[config.mk]
export PLATFORM = sky130hd
export DESIGN_NAME = hex_entry_32
export DESIGN_NICKNAME = d
export VERILOG_FILES = /design/src/rtl/hex_entry_32.sv
export SDC_FILE = /design/constraint.sdc
export NUM_CORES = 1
export LEC_CHECK = 0
export CAP_MARGIN = 10
export CORE_UTILIZATION = 35
export DETAILED_ROUTE_END_ITERATION = 8
export MAX_ROUTING_LAYER = met4
export PLACE_DENSITY = 0.54
export SLEW_MARGIN = 20
export SYNTH_ARGS = -nofsm -noshare
export SYNTH_HDL_FRONTEND = slang
export SYNTH_SLANG_ARGS = --single-unit
[constraint.sdc]
create_clock -name clk -period 3.3 [get_ports clk]
set_input_delay 0.495 -clock clk [delete_from_list [all_inputs] [get_ports clk]]
set_output_delay 0.495 -clock clk [all_outputs]
set_load 0.05 [all_outputs]
[src/rtl/hex_entry_32.sv]
// Operator hex-word entry: three debounced active-low buttons shift switch digits into a
// 32-bit edit word and commit it to a held data word with a one-cycle valid pulse.
module hex_entry_32 #(
    parameter int DEBOUNCE_CYCLES = 50000,
    parameter int CNT_W           = 16
) (
    input  logic        clk,
    input  logic        reset,
    input  logic [3:0]  sw_digit,
    input  logic        key_enter_n,
    input  logic        key_commit_n,
    input  logic        key_clear_n,
    output logic [31:0] edit_value,
    output logic [3:0]  digit_count,
    output logic [31:0] data_out,
    output logic        data_valid,
    output logic        full
);

    typedef enum logic [1:0] {
        EMPTY = 2'd0,
        ENTRY = 2'd1,
        FULL  = 2'd2
    } state_t;

    localparam logic [CNT_W-1:0] CNT_LAST = CNT_W'(DEBOUNCE_CYCLES - 1);

    // Bit order: 0 = enter, 1 = commit, 2 = clear
    logic [2:0] keys_n;
    logic [2:0] press;

    assign keys_n = {key_clear_n, key_commit_n, key_enter_n};

    generate
        for (genvar gi = 0; gi < 3; gi++) begin : g_btn
            logic             sync1_q, sync1_d;
            logic             sync2_q, sync2_d;
            logic             deb_q, deb_d;
            logic [CNT_W-1:0] cnt_q, cnt_d;
            logic             press_q, press_d;

            always_comb begin
                sync1_d = keys_n[gi];
                sync2_d = sync1_q;
                deb_d   = deb_q;
                cnt_d   = cnt_q;
                if (sync2_q == deb_q) begin
                    cnt_d = '0;
                end else if (cnt_q == CNT_LAST) begin
                    deb_d = sync2_q;
                    cnt_d = '0;
                end else begin
                    cnt_d = cnt_q + 1'b1;
                end
                // Only the released-to-pressed transition of the debounced level counts
                press_d = deb_q & ~deb_d;
            end

            always_ff @(posedge clk) begin
                if (reset) begin
                    sync1_q <= 1'b1;
                    sync2_q <= 1'b1;
                    deb_q   <= 1'b1;
                    cnt_q   <= '0;
                    press_q <= 1'b0;
                end else begin
                    sync1_q <= sync1_d;
                    sync2_q <= sync2_d;
                    deb_q   <= deb_d;
                    cnt_q   <= cnt_d;
                    press_q <= press_d;
                end
            end

            assign press[gi] = press_q;
        end
    endgenerate

    state_t      state_q, state_d;
    logic [31:0] edit_q, edit_d;
    logic [3:0]  count_q, count_d;
    logic [31:0] data_out_q, data_out_d;
    logic        data_valid_q, data_valid_d;
    logic        full_q, full_d;

    always_comb begin
        state_d      = state_q;
        edit_d       = edit_q;
        count_d      = count_q;
        data_out_d   = data_out_q;
        data_valid_d = 1'b0;

        if (press[2]) begin
            edit_d  = '0;
            count_d = '0;
        end else if (press[1]) begin
            data_out_d   = edit_q;
            data_valid_d = 1'b1;
            edit_d       = '0;
            count_d      = '0;
        end else if (press[0]) begin
            unique case (state_q)
                EMPTY, ENTRY: begin
                    edit_d  = {edit_q[27:0], sw_digit};
                    count_d = count_q + 4'd1;
                end
                default: begin
                    // FULL: further digits are dropped rather than wrapping
                end
            endcase
        end

        if (count_d == 4'd0) begin
            state_d = EMPTY;
        end else if (count_d == 4'd8) begin
            state_d = FULL;
        end else begin
            state_d = ENTRY;
        end
        full_d = (count_d == 4'd8);
    end

    always_ff @(posedge clk) begin
        if (reset) begin
            state_q      <= EMPTY;
            edit_q       <= '0;
            count_q      <= '0;
            data_out_q   <= '0;
            data_valid_q <= 1'b0;
            full_q       <= 1'b0;
        end else begin
            state_q      <= state_d;
            edit_q       <= edit_d;
            count_q      <= count_d;
            data_out_q   <= data_out_d;
            data_valid_q <= data_valid_d;
            full_q       <= full_d;
        end
    end

    assign edit_value  = edit_q;
    assign digit_count = count_q;
    assign data_out    = data_out_q;
    assign data_valid  = data_valid_q;
    assign full        = full_q;

endmodule

# Yosys cells after proc, flatten, opt, wreduce, memory -nomap -nowiden

Index checks and enable logic that the tools add are counted.

Register bits after elaboration: 132
Input port bits: 9
Output and inout port bits: 70
Logic and storage cells: 63

Add/subtract/negate cells: 4
Equality and inequality tests: 8
Multiplexer cells: 12
Bitwise gates (word level): 7
Reduce and logical (&&, ||, !) cells: 11

Operators with widths:

| kind                                           | number |
|---|---|
| adder 16 x 1 -> 16 bit (second input constant) | 3 |
| == test 16 bit (second input constant)         | 3 |
| 2-to-1 mux 4 bit                               | 4 |
| OR reduction 3 bit                             | 4 |
| 2-to-1 mux 1 bit                               | 7 |
| OR reduction 2 bit                             | 3 |
| adder 4 x 1 -> 4 bit (second input constant)   | 1 |
| == test 4 bit (second input constant)          | 1 |
| logical NOT 4 bit                              | 1 |
| inverter 1 bit                                 | 4 |
| AND reduction 2 bit                            | 2 |
| bitwise AND 1 bit                              | 3 |
| == test 1 bit                                  | 3 |
| == test 2 x 1 -> 1 bit (second input constant) | 1 |
| logical NOT 2 bit                              | 1 |
| 2-to-1 mux 2 bit                               | 1 |

# Longest topological paths before layout

Gate-level depths: netlist (run 1).

Depth after elaboration: 8
Depth in mapped cells: 7
Gate-level depth less buffers: 5

# Worst setup path after synthesis (run 1)

No wires, ideal clock.

Path kind: flip-flop to flip-flop
From: register g_btn[2].cnt_q[13]
To: register g_btn[2].deb_q
Setup time: 120 ps
Arrival time: 1677 ps
Data required time: 3180 ps
Setup slack: 1504 ps
Stages on the path, launching flop included: 4
Path through: dfxtp_1 > or4_1 > or4_4 > a211o_1

Word-level cells in the longest chain between the ends: 3

RTL lines:

| item                   | line | text |
|---|---|---|
| from (decl)            | 39   | `logic [CNT_W-1:0] cnt_q, cnt_d;` |
| from (signal assigned) | 70   | `cnt_q <= cnt_d;` |
| == test 16 bit         | 49   | `end else if (cnt_q == CNT_LAST) begin` |
| 2-to-1 mux 1 bit       | 49   |  |
| 2-to-1 mux 1 bit       | 47   | `if (sync2_q == deb_q) begin` |
| to (signal assigned)   | 63   | `deb_q <= 1'b1;` |
| to (signal assigned)   | 69   | `deb_q <= deb_d;` |
| to (decl)              | 38   | `logic deb_q, deb_d;` |

No other way between the ends.
A chain may end at the register's enable or synchronous reset.

# Worst setup path in the final report (run 1)

From: register count_q[0], in the netlist digit_count[0]
To: output port digit_count[0]

RTL lines:

| item                   | line | text |
|---|---|---|
| from (decl)            | 81   | `logic [3:0] count_q, count_d;` |
| from (signal assigned) | 134  | `count_q <= count_d;` |
| to (decl)              | 14   | `output logic [3:0] digit_count,` |

No word-level cell between the ends.

==> metrics.log, run 1 <==
INFO  metric place_congestion = 0.759
INFO  metric timing.final.setup_violations = 0
INFO  metric number_of_clock_sinks = 131
INFO  metric cts.reportedPaths.clkPinSlew = 0.06 ns
INFO  metric period_minus_slack = 2.22 ns
INFO  metric placementRows = 43
INFO  metric grt_use_total = 0.163
INFO  metric vias_per_cell = 4.75
INFO  metric cp_cell_sequence = clkdlybuf4s50_1
INFO  metric synth_enable_flop_cells = 0
INFO  metric cp.depth = 1
INFO  metric timing.critical_path.slowest_cell_delay = 0.88 ns
INFO  metric avgRoutedWirePerCell = 12.8 um
INFO  metric critical_path.endpoint_type = primary output
INFO  metric syn_to_final_growth = 31.5%
INFO  metric cts-htree-levels = 4
INFO  metric synth_simple_gate_area_share = 0.266
INFO  metric layout-drive-gt1-share = 0.0731
INFO  metric power_per_cell_area = 560 nW/um^2
INFO  metric initial_core_util = 0.358
INFO  metric muxShareOfSynthArea = 0
INFO  metric worst_path_max_delay_cell = sky130_fd_sc_hd__clkdlybuf4s50_1
INFO  metric setup_total_negative_slack = 0 ns
INFO  metric crit_required = 2.80 ns
INFO  metric core_area = 13900 sq um
INFO  metric power = 3.66 mW
INFO  metric drtAntennaViolNets = 0
INFO  metric synth.yosys.seq_area_share = 0.528
INFO  metric final_cell_mix = sky130_fd_sc_hd__nand2_1, sky130_fd_sc_hd__dfxtp_1, sky130_fd_sc_hd__clkdlybuf4s50_1
INFO  metric tightest_pin_transition = 0.621 ns
INFO  metric synthCells = 584
INFO  metric antenna_cells_inserted = 0
INFO  metric die_outline_area = 14700 sq um
INFO  metric dp.final_hpwl = 7.39 mm
INFO  metric clk-insertion-delay-late = 0.41 ns
INFO  metric cp_max_fo = 6
INFO  metric post_cts_repair_resize_count = 0
INFO  metric number_of_global_route_vias_before_repair = 3765
INFO  metric synthesis.nets = 597
INFO  metric cp_top_family = buffers and inverters
INFO  metric vdd.ir_drop.worst = 0.350 mV
INFO  metric hold-path-cell-count = 1
INFO  metric nets = 671
INFO  metric holdCritPathClass = flop to flop
INFO  metric ys_seq_elements = 131
INFO  metric netlist_area = 4960 sq um
INFO  metric status = finished clean
INFO  metric clock_tree_buf_depth = 2
INFO  metric final_cycle_share = 0.672
INFO  metric place.port_buffers = 78
INFO  metric post-cts-setup-buffers = 0
INFO  metric hold-worst-slack = 0.406 ns
INFO  metric synth_flop_type = sky130_fd_sc_hd__dfxtp_1
INFO  metric global_route_wire_length_before_repair = 18.0 mm
INFO  metric power.leakage = 2.07 nW
INFO  metric antenna_found_initial = 0
INFO  metric synth_xor_area_frac = 0.0829
INFO  metric detailedRoute.firstPassIterationCount = 4
INFO  metric number_of_buffers_created_by_cts = 17
INFO  metric main_combinational_cell_family_by_area_after_synthesis = simple AND/OR/NAND/NOR gates
INFO  metric cp_data_arrival_time = 1.72 ns
INFO  metric tritoncts = built
INFO  metric post_synth_num_cell_types = 39
INFO  metric cts-hold-fix-buffers = 0
INFO  metric timing.final.hold_violations = 0
INFO  metric slew_headroom = 0.586
INFO  metric synthesis.yosys.warnings = 0
INFO  metric via_count = 4036
INFO  metric most_common_library_cell_in_the_layout_ignoring_fill_and_taps = sky130_fd_sc_hd__nand2_1
INFO  metric drcViolationCount = 0
INFO  metric rsz_0062_raised_after_global_routing = no
INFO  metric grt.overflow.total = 0
INFO  metric timing.critical_path.from_type = flop
INFO  metric critical_path.n_buffers_inverters = 1
INFO  metric final_max_slew_viol_count = 0
INFO  metric skew = 0.00751 ns
INFO  metric dieWidth = 121 um
INFO  metric drv_cap = 0
INFO  metric worst-setup-path-type = flop to primary output
INFO  metric postRouteWirelength = 10.9 mm
INFO  metric cts_root_buffer = sky130_fd_sc_hd__clkbuf_16
INFO  metric max_clock_freq = 451 MHz
INFO  metric synth-async-reset-ratio = 0
INFO  metric io_pins = 79
INFO  metric synth_compound_gate_area_share = 0.0769
INFO  metric post_synth.cell_area_avg = 8.50 sq um
INFO  metric grt_start_max_net_pins = 32
INFO  metric dr.first_iter.drc_count = 200
INFO  metric r2r_cells = 4
INFO  metric die_h = 121 um
INFO  metric yosys.area_share.adder = 0.0101
layer usage:
layer / vias to the layer above / share of wire / GRT usage
met3: 2 / 0.042 / 0.0531
met4: 0 / 0.0039 / 0.0648
met5: - / 0 / -
met2: 89 / 0.49 / 0.255
li1: 2081 / - / -
met1: 1864 / 0.47 / 0.192
layout make-up:
cell class	count	area, sq um
well taps	180	225
fillers	1351	7350
repair buffers	84	821
flip-flops and latches	131	2620
inverters	13	48.8
clock buffers	21	460
clock inverters	10	180
multi-input cells	411	2170
through the flow:
stage	util	setup WS, ns	std cells	cell area (sq um)
final	0.470	1.08	850	6530
after floorplan	-	1.50	584	4960
after global routing	0.470	1.00	850	6530
after detailed placement	0.424	1.28	819	5890
after global placement	0.424	1.33	819	5890
after CTS	0.470	1.05	850	6530
Yosys cell counts, types with 3 or more instances:
cell type	count	area (sq um)
sky130_fd_sc_hd__a211o_1	3	26.3
sky130_fd_sc_hd__a21oi_1	66	330
sky130_fd_sc_hd__and3_1	3	18.8
sky130_fd_sc_hd__clkbuf_1	25	93.8
sky130_fd_sc_hd__dfxtp_1	131	2620
sky130_fd_sc_hd__ha_1	4	50.1
sky130_fd_sc_hd__inv_1	13	48.8
sky130_fd_sc_hd__nand2_1	141	529
sky130_fd_sc_hd__nand3_1	14	70.1
sky130_fd_sc_hd__nand4_1	12	75.1
sky130_fd_sc_hd__nor2_1	62	233
sky130_fd_sc_hd__nor2b_1	3	18.8
sky130_fd_sc_hd__nor3_1	12	60.1
sky130_fd_sc_hd__nor4_1	11	68.8
sky130_fd_sc_hd__or2_2	6	37.5
sky130_fd_sc_hd__or3_1	3	18.8
sky130_fd_sc_hd__or4_1	3	22.5
sky130_fd_sc_hd__xnor2_1	38	333
sky130_fd_sc_hd__xor2_1	9	78.8
sequential cells by signal, indices dropped and copies added, names as in the netlist:
name and cells:
g_btn.press_q 3, g_btn.deb_q 3, g_btn.cnt_q 48, g_btn.sync2_q 3, edit_value 32, data_valid 1, state_q 1, full 1
g_btn.sync1_q 3, digit_count 4, data_out 32
path summary, 6_finish.rpt:
| path | startpoint | endpoint | slack, ns |
|---|---|---|---|
| max reg2reg | g_btn[0].cnt_q[5]$_SDFF_PP0_ | g_btn[0].cnt_q[10]$_SDFF_PP0_ | 1.30 |
| min | g_btn[0].sync1_q$_SDFF_PP1_ | g_btn[0].sync2_q$_SDFF_PP1_ | 0.41 |
| max | digit_count[0]$_SDFF_PP0_ | digit_count[0] | 1.08 |
| min reg2reg | g_btn[0].sync1_q$_SDFF_PP1_ | g_btn[0].sync2_q$_SDFF_PP1_ | 0.41 |
kinds of logic (layout without fill, tap and decap cells):
group	count (synthesis)	after routing
and+or+nand+nor	288	288
DFF	131	131
AOI/OAI and AO/OA	72	72
xor gates and xnor gates	47	47
buffers and inverters	42	128
adders and majority gates	4	4
report_power, final:
part	internal, mW	total, mW	switching, mW
logic	0.0140	0.0389	0.0249
clock network	1.37	2.03	0.656
registers	1.59	1.59	0.00283
total	2.97	3.66	0.684
Power figures use the tool's default switching activity.
==> run 2: changes to the inputs <==
--- a/config.mk
+++ b/config.mk
@@ -9,7 +9,7 @@
 export CORE_UTILIZATION = 35
 export DETAILED_ROUTE_END_ITERATION = 8
 export MAX_ROUTING_LAYER = met4
-export PLACE_DENSITY = 0.54
+export PLACE_DENSITY = 0.56
 export SLEW_MARGIN = 20
 export SYNTH_ARGS = -nofsm -noshare
 export SYNTH_HDL_FRONTEND = slang
==> constraint.sdc (replaced) <==
create_clock -name clk -period 1.9 [get_ports clk]
set_input_delay 0.285 -clock clk [delete_from_list [all_inputs] [get_ports clk]]
set_output_delay 0.285 -clock clk [all_outputs]
set_load 0.05 [all_outputs]
==> metrics.log, run 2 (synthesis results as in run 1) <==
INFO  metric layout-drive-gt1-share = 0.0953 (+0.0222)
INFO  metric number_of_global_route_vias_before_repair = 3728 (-0.98%)
INFO  metric rr_startpoint = g_btn[2].cnt_q[13]$_SDFF_PP0_
INFO  metric number_of_flip_flops_under_the_largest_register_name = 48 (unchanged)
INFO  metric hold-path-cell-count = 2 (+1)
INFO  metric top_register = g_btn.cnt_q
INFO  metric cts-htree-levels = 4 (unchanged)
INFO  metric drcViolationCount = 0 (unchanged)
INFO  metric grt_use_total = 0.161 (-0.00115)
INFO  metric post-place-ws = 0.0708 ns (-1.21 ns)
INFO  metric final-instance-count-excl-fill = 862 (+1.4%)
INFO  metric clock_network_fraction_of_total_power = 0.503 (-0.052)
INFO  metric drtAntennaViolNets = 0 (unchanged)
INFO  metric die_outline_area = 14700 sq um (unchanged)
INFO  metric final_cell_mix = sky130_fd_sc_hd__nand2_1, sky130_fd_sc_hd__dfxtp_1, sky130_fd_sc_hd__a21oi_1
INFO  metric rr_endpoint = g_btn[2].deb_q$_SDFF_PP1_
INFO  metric clk-insertion-delay-late = 0.42 ns (about the same)
INFO  metric critical_path.endpoint_type = primary output
INFO  metric holdCritPathClass = input pin to flop
INFO  metric worstHoldStart = reset
INFO  metric vias_per_cell = 4.76 (+0.34%)
INFO  metric power.leakage = 2.40 nW (+16%)
INFO  metric detailedRoute.firstPassIterationCount = 4 (unchanged)
INFO  metric crit_required = 1.62 ns (-1.18 ns)
INFO  metric cts.reportedPaths.clkPinSlew = 0.05 ns (about the same)
INFO  metric p_int = 4.49 mW (+51%)
INFO  metric most_common_library_cell_in_the_layout_ignoring_fill_and_taps = sky130_fd_sc_hd__nand2_1
INFO  metric final_max_slew_viol_count = 0 (unchanged)
INFO  metric initial_core_util = 0.358 (unchanged)
INFO  metric timing.final.setup_violations = 0 (unchanged)
INFO  metric skew = 0.00731 ns (-0.000204 ns)
INFO  metric setup_total_negative_slack = 0 ns (unchanged)
INFO  metric dpl.cell_count = 831 (+1.5%)
INFO  metric cp_cell_sequence = clkdlybuf4s50_1
INFO  metric power_per_cell_area = 877 nW/um^2 (+57%)
INFO  metric avgRoutedWirePerCell = 12.6 um (-1.1%)
INFO  metric tritoncts = built
INFO  metric layout.filler_cells = 1384 (+2.4%)
INFO  metric power = 5.70 mW (+56%)
INFO  metric portion_of_total_power_attributed_to_combinational_logic = 0.013 (+0.002)
INFO  metric number_of_clock_sinks = 131 (unchanged)
INFO  metric timing.final.hold_violations = 0 (unchanged)
INFO  metric core_area = 13900 sq um (unchanged)
INFO  metric dr.first_iter.drc_count = 163 (-19%)
INFO  metric place_congestion = 0.778 (+2.5%)
INFO  metric die_h = 121 um (unchanged)
INFO  metric syn_to_final_growth = 30.9%
INFO  metric placementRows = 43 (unchanged)
INFO  metric r2r_setup_slack = 0.07 ns (-1.23 ns)
INFO  metric sequentialPowerShare = 0.485 (+0.050)
INFO  metric postRouteWirelength = 10.9 mm (+0.28%)
INFO  metric clock_tree_buf_depth = 2 (unchanged)
INFO  metric io_pins = 79 (unchanged)
INFO  metric timing.critical_path.from_type = flop
INFO  metric power_switching_share = 0.212 (+0.0245)
INFO  metric grt.overflow.total = 0 (unchanged)
INFO  metric final_cycle_share = 0.968
INFO  metric hold-worst-slack = 0.132 ns (-0.274 ns)
INFO  metric setup_slack = 0.0601 ns (-1.02 ns)
INFO  metric total_switching_power = 1.21 mW (+76%)
INFO  metric critical_path.n_buffers_inverters = 1 (unchanged)
INFO  metric cp_top_family = buffers and inverters
INFO  metric worst_path_max_delay_cell = sky130_fd_sc_hd__clkdlybuf4s50_1
INFO  metric tightest_pin_transition = 0.540 ns (-0.0812 ns)
INFO  metric drv_cap = 0 (unchanged)
INFO  metric antenna_found_initial = 0 (unchanged)
INFO  metric status = finished clean
INFO  metric slew_headroom = 0.641 (+0.0555)
INFO  metric dieWidth = 121 um (unchanged)
INFO  metric vdd.ir_drop.worst = 0.538 mV (+54%)
INFO  metric via_count = 4107 (+1.8%)
INFO  metric period_minus_slack = 1.84 ns
INFO  metric cts_root_buffer = sky130_fd_sc_hd__clkbuf_16
INFO  metric max_clock_freq = 543 MHz
INFO  metric timing.critical_path.slowest_cell_delay = 0.81 ns (-0.07 ns)
INFO  metric rsz_0062_raised_after_global_routing = no
INFO  metric cp_max_fo = 2 (-4)
INFO  metric grt_start_max_net_pins = 39 (+22%)
INFO  metric global_route_wire_length_before_repair = 17.8 mm (-0.73%)
INFO  metric cts-hold-fix-buffers = 0 (unchanged)
INFO  metric hold-path-endpoint = g_btn[2].cnt_q[2]$_SDFF_PP0_
INFO  metric worst-setup-path-type = flop to primary output
INFO  metric place.port_buffers = 78 (unchanged)
INFO  metric r2r_cells = 3 (-1)
INFO  metric number_of_buffers_created_by_cts = 17 (unchanged)
INFO  metric cp_data_arrival_time = 1.55 ns (-0.17 ns)
INFO  metric antenna_cells_inserted = 0 (unchanged)
INFO  metric nets = 683 (+1.8%)
INFO  metric dp.final_hpwl = 7.42 mm (+0.37%)
run 2: final cells by class:
type / instances / area [sq um] / share of cell area
Clock buffer: 21 / 460 / 0.0709
Clock inverter: 10 / 61.3 / 0.00944
Inverter: 13 / 48.8 / 0.00751
Multi-Input combinational cell: 411 / 2180 / 0.335
Sequential cell: 131 / 2620 / 0.404
Tap cell: 180 / 225 / 0.0347
Timing Repair Buffer: 96 / 898 / 0.138
run 2: per-layer routing:
metal / global-route usage / share of wire / vias up
li1: - / - / 2112
met1: 0.194 / 0.48 / 1893
met2: 0.243 / 0.46 / 84
met3: 0.0522 / 0.043 / 18
met4: 0.0779 / 0.024 / 0
met5: - / 0 / -
run 2: worst max-delay path by stage:
stage | depth (start not counted) | slack [ns] | end | startpoint
after floorplan | 3 | 0.10 | g_btn[2].deb_q$_SDFF_PP1_ | g_btn[2].cnt_q[13]$_SDFF_PP0_
after global placement | 3 | 0.10 | g_btn[2].deb_q$_SDFF_PP1_ | g_btn[2].cnt_q[13]$_SDFF_PP0_
after detailed placement | 3 | 0.07 | g_btn[2].deb_q$_SDFF_PP1_ | g_btn[2].cnt_q[13]$_SDFF_PP0_
after CTS | 1 | 0.005 | edit_value[28] | edit_value[28]$_SDFFE_PP0P_
after global routing | 1 | 0.002 | data_out[11] | data_out[11]$_SDFFE_PP0P_
final | 1 | 0.06 | data_out[25] | data_out[25]$_SDFFE_PP0P_
run 2: per-stage QoR:
stage	util	area, sq um
finish	0.468	6490
global placement	0.431	5980
detailed placement	0.431	5980
CTS	0.466	6460
floorplan	-	4960
global route	0.468	6490
run 2: power groups by stage:
stage	logic (mW)	registers [mW]	clock network, mW
global placement	0.0714	2.82	0
global route	0.0792	2.76	3.06
CTS	0.0733	2.76	2.93
detailed placement	0.0727	2.82	0
floorplan	0.0426	2.82	0
finish	0.0714	2.76	2.87
run 2: timing repair:
| item | in CTS | in global routing |
|---|---|---|
| pin swaps | 0 | 0 |
| setup buffers | 0 | 0 |
| gates cloned | 0 | 0 |
| resized for setup | 30 | 10 |
| hold endpoints to repair | 0 | 0 |
| setup endpoints to repair | 30 | 14 |
==> run 3: changes to the inputs <==
--- a/config.mk
+++ b/config.mk
@@ -7,6 +7,7 @@
 export LEC_CHECK = 0
 export CAP_MARGIN = 10
 export CORE_UTILIZATION = 35
+export CTS_CLUSTER_SIZE = 8
 export DETAILED_ROUTE_END_ITERATION = 8
 export MAX_ROUTING_LAYER = met4
 export PLACE_DENSITY = 0.56
==> results of run 3 <==
Same layout as run 2: the final DEF is identical, and so are final timing and power.
